[src/rtl/rgb565_window_stream_if.sv]
// Pixel input bus and RGB888 output stream of rgb565_window_stream.
// The master side is the camera receiver plus the stream consumer; the slave side is the window block.
interface rgb565_window_stream_if;
    logic [15:0] pixel_i;
    logic        pixel_valid_i;
    logic        vstart_i;
    logic        hstart_i;
    logic [23:0] out_data_o;
    logic        out_valid_o;
    logic        out_ready_i;
    logic        out_sof_o;
    logic        out_eol_o;
    logic        overflow_o;

    modport master (
        output pixel_i, pixel_valid_i, vstart_i, hstart_i, out_ready_i,
        input  out_data_o, out_valid_o, out_sof_o, out_eol_o, overflow_o
    );

    modport slave (
        input  pixel_i, pixel_valid_i, vstart_i, hstart_i, out_ready_i,
        output out_data_o, out_valid_o, out_sof_o, out_eol_o, overflow_o
    );
endinterface

[src/rtl/rgb565_window_stream.sv]
// Crops a window out of an RGB565 pixel stream, expands kept pixels to RGB888 and queues them in a FWFT FIFO.
// Define RGB565_WINDOW_GRAY_EN to output {Y,Y,Y} luma instead of RGB888.
module rgb565_window_stream #(
    parameter int IMG_W      = 640,
    parameter int IMG_H      = 480,
    parameter int CROP_X0    = 0,
    parameter int CROP_Y0    = 0,
    parameter int CROP_W     = 640,
    parameter int CROP_H     = 480,
    parameter int FIFO_DEPTH = 8
) (
    input  logic                   pclk_i,
    input  logic                   rst_i,
    rgb565_window_stream_if.slave  bus
);

    localparam int XW = $clog2(IMG_W + 1);
    localparam int YW = $clog2(IMG_H + 1);
    localparam int PW = $clog2(FIFO_DEPTH);
    localparam int CW = $clog2(FIFO_DEPTH + 1);

    localparam logic [XW-1:0] X_SAT   = XW'(IMG_W);
    localparam logic [XW-1:0] X_FIRST = XW'(CROP_X0);
    localparam logic [XW-1:0] X_LAST  = XW'(CROP_X0 + CROP_W - 1);
    localparam logic [XW-1:0] X_SPAN  = XW'(CROP_W);
    localparam logic [YW-1:0] Y_MAX   = YW'(IMG_H - 1);
    localparam logic [YW-1:0] Y_FIRST = YW'(CROP_Y0);
    localparam logic [YW-1:0] Y_SPAN  = YW'(CROP_H);
    localparam logic [CW-1:0] C_FULL  = CW'(FIFO_DEPTH);
    localparam logic [CW-1:0] C_ONE   = CW'(1);
    localparam logic [PW-1:0] P_ONE   = PW'(1);

    typedef enum logic {
        ST_UNSYNCED,
        ST_SYNCED
    } sync_state_t;

    sync_state_t r_state;
    sync_state_t w_stateNext;
    logic        w_accept;

    logic [XW-1:0] r_x;
    logic [YW-1:0] r_y;
    logic          r_yOver;
    logic [XW-1:0] w_xNext;
    logic [YW-1:0] w_yNext;
    logic          w_yOverNext;
    logic [XW-1:0] w_xOff;
    logic [YW-1:0] w_yOff;
    logic          w_keep;

    logic          r_s1Keep;
    logic          r_s1Vstart;
    logic [15:0]   r_s1Pix;

    logic [7:0]    w_r8;
    logic [7:0]    w_g8;
    logic [7:0]    w_b8;
    logic [23:0]   w_pixOut;

    logic          r_s2Keep;
    logic          r_s2Sof;
    logic          r_s2Eol;
    logic [23:0]   r_s2Data;

    logic [25:0]   r_mem [FIFO_DEPTH];
    logic [PW-1:0] r_wrPtr;
    logic [PW-1:0] r_rdPtr;
    logic [CW-1:0] r_count;
    logic [25:0]   w_head;
    logic          w_valid;
    logic          w_pop;
    logic          w_push;
    logic          w_drop;
    logic          r_overflow;

    // Nothing is trusted until the first start-of-frame strobe has been seen.
    always_ff @(posedge pclk_i or negedge rst_i) begin
        if (!rst_i) begin
            r_state <= ST_UNSYNCED;
        end else begin
            r_state <= w_stateNext;
        end
    end

    always_comb begin
        w_stateNext = r_state;
        w_accept    = 1'b0;
        case (r_state)
            ST_UNSYNCED: begin
                if (bus.pixel_valid_i && bus.vstart_i) begin
                    w_accept    = 1'b1;
                    w_stateNext = ST_SYNCED;
                end
            end
            ST_SYNCED: begin
                w_accept = bus.pixel_valid_i;
            end
            default: begin
                w_stateNext = ST_UNSYNCED;
            end
        endcase
    end

    always_comb begin
        w_xNext     = r_x;
        w_yNext     = r_y;
        w_yOverNext = r_yOver;
        if (bus.vstart_i) begin
            w_xNext     = '0;
            w_yNext     = '0;
            w_yOverNext = 1'b0;
        end else if (bus.hstart_i) begin
            w_xNext = '0;
            if (r_y == Y_MAX) begin
                w_yOverNext = 1'b1;
            end else begin
                w_yNext = r_y + 1'b1;
            end
        end else if (r_x != X_SAT) begin
            w_xNext = r_x + 1'b1;
        end
    end

    // Offsets wrap to large values below the window origin, so one compare checks both bounds.
    assign w_xOff = w_xNext - X_FIRST;
    assign w_yOff = w_yNext - Y_FIRST;
    assign w_keep = (w_xOff < X_SPAN) && (w_yOff < Y_SPAN) &&
                    (w_xNext != X_SAT) && !w_yOverNext;

    always_ff @(posedge pclk_i or negedge rst_i) begin
        if (!rst_i) begin
            r_x        <= '0;
            r_y        <= '0;
            r_yOver    <= 1'b0;
            r_s1Keep   <= 1'b0;
            r_s1Vstart <= 1'b0;
            r_s1Pix    <= '0;
        end else begin
            r_s1Keep   <= w_accept && w_keep;
            r_s1Vstart <= w_accept && bus.vstart_i;
            if (w_accept) begin
                r_x     <= w_xNext;
                r_y     <= w_yNext;
                r_yOver <= w_yOverNext;
                r_s1Pix <= bus.pixel_i;
            end
        end
    end

    assign w_r8 = {r_s1Pix[15:11], r_s1Pix[15:13]};
    assign w_g8 = {r_s1Pix[10:5],  r_s1Pix[10:9]};
    assign w_b8 = {r_s1Pix[4:0],   r_s1Pix[4:2]};

`ifdef RGB565_WINDOW_GRAY_EN
    logic [15:0] w_luma;
    logic [7:0]  w_gray;
    assign w_luma   = 16'd77 * {8'd0, w_r8} + 16'd150 * {8'd0, w_g8} + 16'd29 * {8'd0, w_b8};
    assign w_gray   = 8'(w_luma >> 8);
    assign w_pixOut = {w_gray, w_gray, w_gray};
`else
    assign w_pixOut = {w_r8, w_g8, w_b8};
`endif

    // Stage 1 coordinates stay in r_x/r_y until the next accepted strobe, which lands on this same edge.
    always_ff @(posedge pclk_i or negedge rst_i) begin
        if (!rst_i) begin
            r_s2Keep <= 1'b0;
            r_s2Sof  <= 1'b0;
            r_s2Eol  <= 1'b0;
            r_s2Data <= '0;
        end else begin
            r_s2Keep <= r_s1Keep;
            r_s2Sof  <= (r_x == X_FIRST) && (r_y == Y_FIRST);
            r_s2Eol  <= (r_x == X_LAST);
            r_s2Data <= w_pixOut;
        end
    end

    assign w_valid = (r_count != '0);
    assign w_pop   = w_valid && bus.out_ready_i;
    assign w_push  = r_s2Keep && ((r_count != C_FULL) || w_pop);
    assign w_drop  = r_s2Keep && !w_push;
    assign w_head  = r_mem[r_rdPtr];

    always_ff @(posedge pclk_i) begin
        if (w_push) begin
            r_mem[r_wrPtr] <= {r_s2Sof, r_s2Eol, r_s2Data};
        end
    end

    always_ff @(posedge pclk_i or negedge rst_i) begin
        if (!rst_i) begin
            r_wrPtr <= '0;
            r_rdPtr <= '0;
            r_count <= '0;
        end else begin
            if (w_push) begin
                r_wrPtr <= r_wrPtr + P_ONE;
            end
            if (w_pop) begin
                r_rdPtr <= r_rdPtr + P_ONE;
            end
            case ({w_push, w_pop})
                2'b10:   r_count <= r_count + C_ONE;
                2'b01:   r_count <= r_count - C_ONE;
                default: r_count <= r_count;
            endcase
        end
    end

    // A drop on the same edge as the frame-start clear must leave the flag set.
    always_ff @(posedge pclk_i or negedge rst_i) begin
        if (!rst_i) begin
            r_overflow <= 1'b0;
        end else if (w_drop) begin
            r_overflow <= 1'b1;
        end else if (r_s1Vstart) begin
            r_overflow <= 1'b0;
        end
    end

    assign bus.out_valid_o = w_valid;
    assign bus.out_data_o  = w_valid ? w_head[23:0] : 24'd0;
    assign bus.out_sof_o   = w_valid && w_head[25];
    assign bus.out_eol_o   = w_valid && w_head[24];
    assign bus.overflow_o  = r_overflow;

endmodule
[src/flat_wrapper.sv]
// flat-port wrapper written by rule: the top's interface ports become plain ports
module rgb565_window_stream_flat 
#(
    parameter int IMG_W      = 640,
    parameter int IMG_H      = 480,
    parameter int CROP_X0    = 0,
    parameter int CROP_Y0    = 0,
    parameter int CROP_W     = 640,
    parameter int CROP_H     = 480,
    parameter int FIFO_DEPTH = 8
)
  (pclk_i, rst_i, bus_pixel_i, bus_pixel_valid_i, bus_vstart_i, bus_hstart_i, bus_out_ready_i, bus_out_data_o, bus_out_valid_o, bus_out_sof_o, bus_out_eol_o, bus_overflow_o);
  rgb565_window_stream_if bus_i ();
  input  logic pclk_i;
  input  logic rst_i;
  input wire logic [$bits(bus_i.pixel_i)-1:0] bus_pixel_i;
  input wire logic [$bits(bus_i.pixel_valid_i)-1:0] bus_pixel_valid_i;
  input wire logic [$bits(bus_i.vstart_i)-1:0] bus_vstart_i;
  input wire logic [$bits(bus_i.hstart_i)-1:0] bus_hstart_i;
  input wire logic [$bits(bus_i.out_ready_i)-1:0] bus_out_ready_i;
  output wire logic [$bits(bus_i.out_data_o)-1:0] bus_out_data_o;
  output wire logic [$bits(bus_i.out_valid_o)-1:0] bus_out_valid_o;
  output wire logic [$bits(bus_i.out_sof_o)-1:0] bus_out_sof_o;
  output wire logic [$bits(bus_i.out_eol_o)-1:0] bus_out_eol_o;
  output wire logic [$bits(bus_i.overflow_o)-1:0] bus_overflow_o;
  assign bus_i.pixel_i = bus_pixel_i;
  assign bus_i.pixel_valid_i = bus_pixel_valid_i;
  assign bus_i.vstart_i = bus_vstart_i;
  assign bus_i.hstart_i = bus_hstart_i;
  assign bus_i.out_ready_i = bus_out_ready_i;
  assign bus_out_data_o = bus_i.out_data_o;
  assign bus_out_valid_o = bus_i.out_valid_o;
  assign bus_out_sof_o = bus_i.out_sof_o;
  assign bus_out_eol_o = bus_i.out_eol_o;
  assign bus_overflow_o = bus_i.overflow_o;
  rgb565_window_stream #(.IMG_W(IMG_W), .IMG_H(IMG_H), .CROP_X0(CROP_X0), .CROP_Y0(CROP_Y0), .CROP_W(CROP_W), .CROP_H(CROP_H), .FIFO_DEPTH(FIFO_DEPTH)) u_core (.pclk_i(pclk_i), .rst_i(rst_i), .bus(bus_i));
endmodule
[config.mk]
export PLATFORM = sky130hd
export DESIGN_NAME = rgb565_window_stream_flat
export DESIGN_NICKNAME = d
export VERILOG_FILES = /design/src/rtl/rgb565_window_stream_if.sv /design/src/rtl/rgb565_window_stream.sv /design/src/flat_wrapper.sv
export SDC_FILE = /design/constraint.sdc
export NUM_CORES = 1
export LEC_CHECK = 0
export CAP_MARGIN = 10
export CORE_UTILIZATION = 47
export DETAILED_ROUTE_END_ITERATION = 16
export GPL_ROUTABILITY_DRIVEN = 0
export HOLD_SLACK_MARGIN = 0.03
export PLACE_DENSITY = 0.77
export SKIP_CTS_REPAIR_TIMING = 1
export SLEW_MARGIN = 20
export SYNTH_ARGS = -nofsm -noshare
export SYNTH_HDL_FRONTEND = slang
export SYNTH_SLANG_ARGS = --single-unit
[constraint.sdc]
create_clock -name pclk_i -period 3.3 [get_ports pclk_i]
set_input_delay 0.66 -clock pclk_i [delete_from_list [all_inputs] [get_ports pclk_i]]
set_output_delay 0.66 -clock pclk_i [all_outputs]
set_load 0.005 [all_outputs]
==> tab_implementation.tex, run 1 <==
\begin{tabular}{lr}
\hline
Metric & Value \\
\hline
\multicolumn{2}{l}{\textbf{Run status}} \\
Outcome & completed \\
\multicolumn{2}{l}{\textbf{Finish}} \\
Most common cell after layout, fill and taps aside & sky130\_fd\_sc\_hd\_\_edfxtp\_1 \\
Filler Cells Inserted & between 1000 and 1500 \\
Area Growth Syn to Fin & 16.8\% \\
Most used cells in the layout excluding fill and tap cells & sky130\_fd\_sc\_hd\_\_edfxtp\_1 (144), sky130\_fd\_sc\_hd\_\_nand2\_1 (79), sky130\_fd\_sc\_hd\_\_dfrtp\_1 (67) \\
Ratio of cells with drive above 1 in the final layout & 0.158 \\
Area of all sequential standard cells & 6050 um\^{}2 \\
N\_diodes & 0 \\
Post-layout nets & $\sim$640 \\
Multi-input gate area in the final layout & about 2400 um\^{}2 \\
\multicolumn{2}{l}{\textbf{Die}} \\
Effective utilization at floorplan & 0.479 \\
Die Footprint & approximately 19000 um\^{}2 \\
Floorplan die height & approximately 140 um \\
Total number of placement rows & 49 \\
I/O pins & 50 \\
Horizontal extent of the die & between 100 and 150 um \\
Placeable core region & 18000 um\^{}2 \\
\multicolumn{2}{l}{\textbf{Hold path}} \\
Instance count along the most critical hold path & 0 \\
Type of the worst min-delay path & reg -> reg \\
Min-Delay Endpoint & u\_core.r\_s2Keep \\
Hold path start & u\_core.r\_s1Keep \\
\multicolumn{2}{l}{\textbf{Clock network}} \\
Clock sink count & roughly 210 \\
Total clock buffers created by CTS & 21 \\
Clock input transition at the sequential cells of the worst setup and hold paths & $\sim$60 ps \\
Clock network latency to the later pin of the worst-skew pair & 500 ps \\
CTS Buffer Depth & 3 \\
H-tree level count & 1 \\
CTS Root Cell & sky130\_fd\_sc\_hd\_\_clkbuf\_16 \\
CTS tree & built \\
\multicolumn{2}{l}{\textbf{Power}} \\
Net switching power & between 2 and 2.5 mW \\
Switching part of the total & 0.276 \\
Total internal power & about 5.9 mW \\
Clock network power share & 0.281 \\
Part of the total power dissipated in sequential elements & 0.429 \\
Power density over the cells & $\sim$810 nW/um\^{}2 \\
Combinational fraction of design power & 0.290 \\
Worst voltage drop across the vdd grid & about 0.00043 V \\
Leak Pwr & roughly 3.7 nW \\
\multicolumn{2}{l}{\textbf{Setup path}} \\
Worst Path Arrival & $\sim$2500 ps \\
Startpoint of the worst-slack reg-to-reg timing path & u\_core.r\_count[0] \\
Required arrival time at the worst endpoint & approximately 2600 ps \\
Classification of the worst setup path & reg -> out \\
Worst reg-to-reg path cell count & 10 \\
Category of the worst setup path launch point & flip-flop \\
Slowest stage cell on the critical path & sky130\_fd\_sc\_hd\_\_mux4\_2 \\
Largest fanout on the critical path & 38 \\
Worst reg2reg path endpoint & u\_core.r\_count[3] \\
Internal reg-to-reg setup slack & between 700 and 800 ps \\
Critical Path, Cell by Cell & buf\_12 -> mux4\_2 -> mux2i\_1 -> nor2\_1 -> clkdlybuf4s50\_1 \\
Kind of end point of the critical path & output port \\
Largest incremental delay on the critical path & between 500 and 600 ps \\
\multicolumn{2}{l}{\textbf{Synth}} \\
Post-synthesis sequential element count & roughly 210 \\
Total number of yosys warnings & 0 \\
Post-Syn Nets & 587 \\
Synthesized area & approximately 8600 um\^{}2 \\
Sequential area share after synthesis & 0.702 \\
Number of instances in the synthesized netlist & $\sim$560 \\
Library cells used by synthesis & 46 \\
Synthesized area divided by synthesized cell count & approximately 16 um\^{}2 \\
\multicolumn{2}{l}{\textbf{STA}} \\
Number of pins exceeding their max-slew limit in the final report & 0 \\
Final setup violating endpoints & 0 \\
Crit share post-route & 0.949 \\
Final-layout setup total negative slack & 0 ps \\
Clock skew & approximately 23 ps \\
Worst-Margin Slew & 893 ps \\
Unrepaired setup endpoints after global routing & no \\
Clock period minus final worst setup slack & 3130 ps \\
Hold Fails Final Rpt & 0 \\
Worst hold slack & about 350 ps \\
Worst slew margin & 0.404 \\
Maximum clock rate & roughly 320 MHz \\
\multicolumn{2}{l}{\textbf{Route}} \\
ANT nets after route & 0 \\
Detail-routed net length per standard cell & 19.4 um \\
Vias & 4838 \\
1st-pass router iterations & 4 \\
Vias per cell & between 5 and 6 \\
Final wirelength & 16600 um \\
DRC violation total after the first TritonRoute iteration & approximately 330 \\
Residual DRC count & 0 \\
\multicolumn{2}{l}{\textbf{Global route}} \\
Number of antenna violations at the first check in global routing & 0 \\
Number of global-route vias before repair & between 4000 and 5000 \\
Total routing usage reported by global routing & 0.181 \\
Pin count of the biggest net entering global routing & 70 \\
GR Overflow Total & 0 \\
Wire length of the first global-routing pass & between 20000 and 30000 um \\
\multicolumn{2}{l}{\textbf{Place}} \\
HPWL after detailed placement & 9870 um \\
Count of port buffers added during placement & a little under 50 \\
\multicolumn{2}{l}{\textbf{Run}} \\
Reported max-cap violation count & 0 \\
\hline
\end{tabular}
-- cell usage after synthesis (all sizes together) --
cell,number,area (um^2)
nand4,4,25.0
nand2,80,303
o31ai,8,60.1
nor2,36,135
inv,15,56.3
clkbuf,13,48.8
dfrtp,69,1730
nor3,9,45.0
nor2b,2,12.5
a311oi,1,8.76
nor4,9,77.6
o21a,2,15.0
a31oi,2,12.5
a21o,3,22.5
nand2b,8,50.1
a41oi,1,8.76
o21ai,22,110
or4,3,30.0
or2,5,31.3
fa,1,20.0
ha,9,113
a21oi,4,20.0
o2bb2ai,1,8.76
o211ai,1,12.5
xor2,4,35.0
o22ai,1,6.26
edfxtp,144,4320
nor4b,1,8.76
mux2,1,11.3
and3,2,12.5
xnor2,5,43.8
o31a,1,8.76
nor3b,1,7.51
mux2i,19,190
a22o,4,35.0
buf,17,105
mux4,36,811
and2,3,18.8
nand3,7,35.0
nand3b,1,7.51
-- worst max-delay path: cells and delay by family (launching register included) --
kind	cells	cell delay, ps
muxes	2	780
buffers and inverters	2	740
DFF	1	370
and+or+nand+nor	1	80
-- metrics by stage --
step                      utilization  instance area [um^2]  power, mW  instances  setup WS, ps
after CTS                       0.560                 10100       8.20        856          24.1
after global routing            0.560                 10100       8.52        856          41.0
after floorplan                     -                  8610       4.92        555           531
final                           0.560                 10100       8.12        856           170
after global placement          0.523                  9400       5.83        818           442
after detailed placement        0.523                  9400       5.92        818           412
-- state kept, by name, summed over array words and instances, names as in the netlist, 3 cells and up --
name	count
u_core.r_mem	144
u_core.r_s2Data	16
u_core.r_y	9
u_core.r_s1Pix	16
u_core.r_count	4
u_core.r_x	10
u_core.r_rdPtr	3
u_core.r_wrPtr	3
-- kinds of logic after synthesis --
group	after synthesis	synth area share
and+or+nand+nor	171	0.0928
buffers and inverters	45	0.0244
muxes	56	0.118
xor gates and xnor gates	9	0.00915
AOI/OAI and AO/OA	51	0.0382
DFF	213	0.702
adders and majority gates	10	0.0154
-- how the worst max path moves through the flow --
stage                            from                   to  slack [ps]
floorplan             bus_out_ready_i  u_core.r_mem[0][10]         530
global placement      bus_out_ready_i    u_core.r_count[3]         440
detailed placement    bus_out_ready_i    u_core.r_count[3]         410
CTS                 u_core.r_rdPtr[1]    bus_out_data_o[9]          20
global route        u_core.r_rdPtr[0]        bus_out_sof_o          40
finish              u_core.r_rdPtr[0]        bus_out_sof_o         170
-- cell type report --
cell class,count,share of cell area
repair buffers,64,0.0632
clock buffers,27,0.0565
clock inverters,11,0.00920
inverters,15,0.00560
flip-flops and latches,213,0.602
well taps,229,0.0285
multi-input cells,297,0.235
-- power groups by stage --
| stage | Sequential, mW | Combinational [mW] | Clock (mW) |
|---|---|---|---|
| finish | 3.48 | 2.35 | 2.28 |
| global route | 3.52 | 2.58 | 2.42 |
| CTS | 3.48 | 2.40 | 2.32 |
| detailed placement | 3.52 | 2.39 | 0 |
| global placement | 3.49 | 2.34 | 0 |
| floorplan | 3.42 | 1.50 | 0 |
-- per-layer routing --
metal | GRT usage | part of all wire | vias to the layer above
li1 | - | - | 2182
met1 | 0.239 | 0.42 | 2477
met2 | 0.311 | 0.51 | 152
met3 | 0.0313 | 0.054 | 27
met4 | 0.0488 | 0.016 | 0
met5 | 0 | 0 | -
Note: power is estimated with default switching activity, not from simulation.
==> run 2, diff against run 1 <==
- CORE_ASPECT_RATIO: default -> 0.75
- PLACE_DENSITY: 0.77 -> default
- PLACE_DENSITY_LB_ADDON: default -> 0.05
==> run 2 against run 1 <==
Effect of this change: combinational power increased by 4%; critical endpoint is now bus_out_data_o[4]; hold slack got worse by 140 ps; sequential share of layout area decreased by 0.81 points; largest power group unchanged; highest routed layer unchanged.
==> tab_implementation.tex, run 2 (synthesis gave the netlist of run 1 again) <==
\begin{tabular}{lr}
\hline
Metric & Value \\
\hline
\multicolumn{2}{l}{\textbf{Run status}} \\
Outcome & completed (unchanged) \\
\multicolumn{2}{l}{\textbf{STA}} \\
Final setup violating endpoints & 0 (unchanged) \\
Worst-Margin Slew & 718 ps (was 893 ps) \\
Crit share post-route & 0.937 (was 0.949) \\
Worst hold slack & 217 ps (was 353 ps) \\
Min setup slack post-route & 207 ps (was 170 ps) \\
Clock skew & 8.12 ps (was 23.0 ps) \\
Unrepaired setup endpoints after global routing & no (unchanged) \\
Number of pins exceeding their max-slew limit in the final report & 0 (unchanged) \\
Worst slew margin & 0.522 (was 0.404) \\
Clock period minus final worst setup slack & 3090 ps (was 3130 ps) \\
Maximum clock rate & 323 MHz (was 319 MHz) \\
Final-layout setup total negative slack & 0 ps (unchanged) \\
Hold Fails Final Rpt & 0 (unchanged) \\
\multicolumn{2}{l}{\textbf{Global route}} \\
Total routing usage reported by global routing & 0.193 (was 0.181) \\
GR Overflow Total & 0 (unchanged) \\
Wire length of the first global-routing pass & 27100 um (was 25700 um) \\
Pin count of the biggest net entering global routing & 39 (was 70) \\
Number of global-route vias before repair & 4915 (was 4810) \\
Number of antenna violations at the first check in global routing & 0 (unchanged) \\
\multicolumn{2}{l}{\textbf{Finish}} \\
N\_diodes & 0 (unchanged) \\
Biggest registers after layout & u\_core.r\_mem (144), u\_core.r\_s1Pix (16), u\_core.r\_s2Data (16) (unchanged) \\
Multi-input gate area in the final layout & 2370 um\^{}2 (unchanged) \\
Area Growth Syn to Fin & 18.4\% (was 16.8\%) \\
Share of the core filled with cells & 0.574 (was 0.560) \\
Final standard cell area without fillers & 10200 um\^{}2 (was 10100 um\^{}2) \\
Final standard cell count with taps included and fillers excluded & 879 (was 856) \\
Register name with the most flops & u\_core.r\_mem (unchanged) \\
Area of all sequential standard cells & 6050 um\^{}2 (about the same) \\
Post-layout nets & 653 (was 644) \\
Most used cells in the layout excluding fill and tap cells & sky130\_fd\_sc\_hd\_\_edfxtp\_1 (144), sky130\_fd\_sc\_hd\_\_nand2\_1 (79), sky130\_fd\_sc\_hd\_\_dfrtp\_1 (68) (was sky130\_fd\_sc\_hd\_\_edfxtp\_1 (144), sky130\_fd\_sc\_hd\_\_nand2\_1 (79), sky130\_fd\_sc\_hd\_\_dfrtp\_1 (67)) \\
Ratio of cells with drive above 1 in the final layout & 0.173 (was 0.158) \\
Max FFs per register & 144 (unchanged) \\
Most common cell after layout, fill and taps aside & sky130\_fd\_sc\_hd\_\_edfxtp\_1 (unchanged) \\
Filler Cells Inserted & 1432 (was 1338) \\
\multicolumn{2}{l}{\textbf{Hold path}} \\
Type of the worst min-delay path & in -> async (was reg -> reg) \\
\multicolumn{2}{l}{\textbf{Power}} \\
Worst voltage drop across the vdd grid & 0.000391 V (was 0.000428 V) \\
Power density over the cells & 816 nW/um\^{}2 (was 807 nW/um\^{}2) \\
Leak Pwr & 3.78 nW (was 3.71 nW) \\
Overall Power & 8.33 mW (was 8.12 mW) \\
\multicolumn{2}{l}{\textbf{Clock network}} \\
CTS tree & built (unchanged) \\
CTS Buffer Depth & 3 (unchanged) \\
CTS Root Cell & sky130\_fd\_sc\_hd\_\_clkbuf\_16 (unchanged) \\
Clock input transition at the sequential cells of the worst setup and hold paths & 60 ps (about the same) \\
Total clock buffers created by CTS & 22 (was 21) \\
Clock sink count & 213 (unchanged) \\
Clock network latency to the later pin of the worst-skew pair & 490 ps (was 500 ps) \\
H-tree level count & 1 (unchanged) \\
\multicolumn{2}{l}{\textbf{Place}} \\
Worst-case setup slack after placement & 420 ps (was 412 ps) \\
HPWL after detailed placement & 10400 um (was 9870 um) \\
Total instance count after detailed placement & 836 (was 818) \\
Placement-stage cell area & 9470 um\^{}2 (was 9400 um\^{}2) \\
Count of port buffers added during placement & 49 (unchanged) \\
\multicolumn{2}{l}{\textbf{Route}} \\
ANT nets after route & 0 (unchanged) \\
Vias per cell & 5.38 (was 5.65) \\
Detail-routed net length per standard cell & 19.2 um (was 19.4 um) \\
1st-pass router iterations & 4 (unchanged) \\
Vias & 4726 (was 4838) \\
Residual DRC count & 0 (unchanged) \\
Final wirelength & 16900 um (was 16600 um) \\
DRC violation total after the first TritonRoute iteration & 386 (was 334) \\
\multicolumn{2}{l}{\textbf{Die}} \\
Placeable core region & 17800 um\^{}2 (was 18000 um\^{}2) \\
Horizontal extent of the die & 158 um (was 137 um) \\
Die Footprint & 18900 um\^{}2 (about the same) \\
Total number of placement rows & 42 (was 49) \\
I/O pins & 50 (unchanged) \\
Effective utilization at floorplan & 0.485 (was 0.479) \\
Floorplan die height & 119 um (was 137 um) \\
\multicolumn{2}{l}{\textbf{Setup path}} \\
Worst Path Arrival & 2430 ps (was 2470 ps) \\
Largest fanout on the critical path & 10 (was 38) \\
Critical Path, Cell by Cell & buf\_12 -> mux4\_2 -> mux2i\_1 -> nor2\_1 -> clkdlybuf4s50\_1 (unchanged) \\
Worst reg2reg path endpoint & u\_core.r\_count[3] (unchanged) \\
Classification of the worst setup path & reg -> out (unchanged) \\
Startpoint of the worst-slack reg-to-reg timing path & u\_core.r\_count[0] (unchanged) \\
Largest incremental delay on the critical path & 510 ps (was 550 ps) \\
Slowest stage cell on the critical path & sky130\_fd\_sc\_hd\_\_mux4\_2 (unchanged) \\
Kind of end point of the critical path & output port (unchanged) \\
Internal reg-to-reg setup slack & 740 ps (was 790 ps) \\
Worst reg-to-reg path cell count & 10 (unchanged) \\
Category of the worst setup path launch point & flip-flop (unchanged) \\
Required arrival time at the worst endpoint & 2640 ps (about the same) \\
\multicolumn{2}{l}{\textbf{Run}} \\
Reported max-cap violation count & 0 (unchanged) \\
\hline
\end{tabular}
-- run 2: cell types whose count changed in the layout (fill, tap and decap cells not counted), sizes merged --
cell | before | now
inv | 18 | 15
clkbuf | 27 | 31
buf | 16 | 24
clkinv | 6 | 7
-- run 2: how the worst max path moves through the flow --
stage | start | to | slack (ps) | cells past startpoint
2_1_floorplan | bus_out_ready_i | u_core.r_mem[0][10] | 530 | 4
3_3_place_gp | bus_out_ready_i | u_core.r_count[3] | 460 | 11
3_5_place_dp | bus_out_ready_i | u_core.r_count[3] | 420 | 11
4_1_cts | u_core.r_rdPtr[0] | bus_out_data_o[13] | -60 | 5
5_1_grt | u_core.r_rdPtr[0] | bus_out_data_o[13] | 80 | 5
6_report | u_core.r_rdPtr[0] | bus_out_data_o[4] | 210 | 5
-- run 2: per-layer routing --
| metal | wire, um | track usage | vias up |
|---|---|---|---|
| met5 | 0 | 0 | - |
| met3 | 558 | 0.0284 | 21 |
| li1 | - | - | 2202 |
| met2 | 7770 | 0.298 | 94 |
| met1 | 8330 | 0.292 | 2409 |
| met4 | 251 | 0.0427 | 0 |
-- run 2: power breakdown --
part | switching [mW] | leakage, nW | total [mW] | internal (mW)
registers | 0.233 | 2.19 | 3.49 | 3.26
logic | 1.06 | 1.25 | 2.44 | 1.38
clock network | 0.976 | 0.350 | 2.40 | 1.42
-- run 2: layout make-up --
class                           instances  share of cell area
Sequential cell                       213               0.594
Multi-Input combinational cell        297               0.232
Timing Repair Buffer                   72              0.0694
Clock buffer                           31              0.0623
Tap cell                              242              0.0297
Clock inverter                          9             0.00736
Inverter                               15             0.00552
-- run 2: critical path, delay by kind of cell, from the launching register on --
kind / cells / cell delay (ps)
simple gates: 1 / 70
buf+inv: 2 / 610
flops: 1 / 490
mux: 2 / 760
==> run 3, diff against run 2 <==
- HOLD_SLACK_MARGIN: 0.03 -> default
==> results of run 3 <==
Final layout, timing and power as in run 2 (identical DEF).
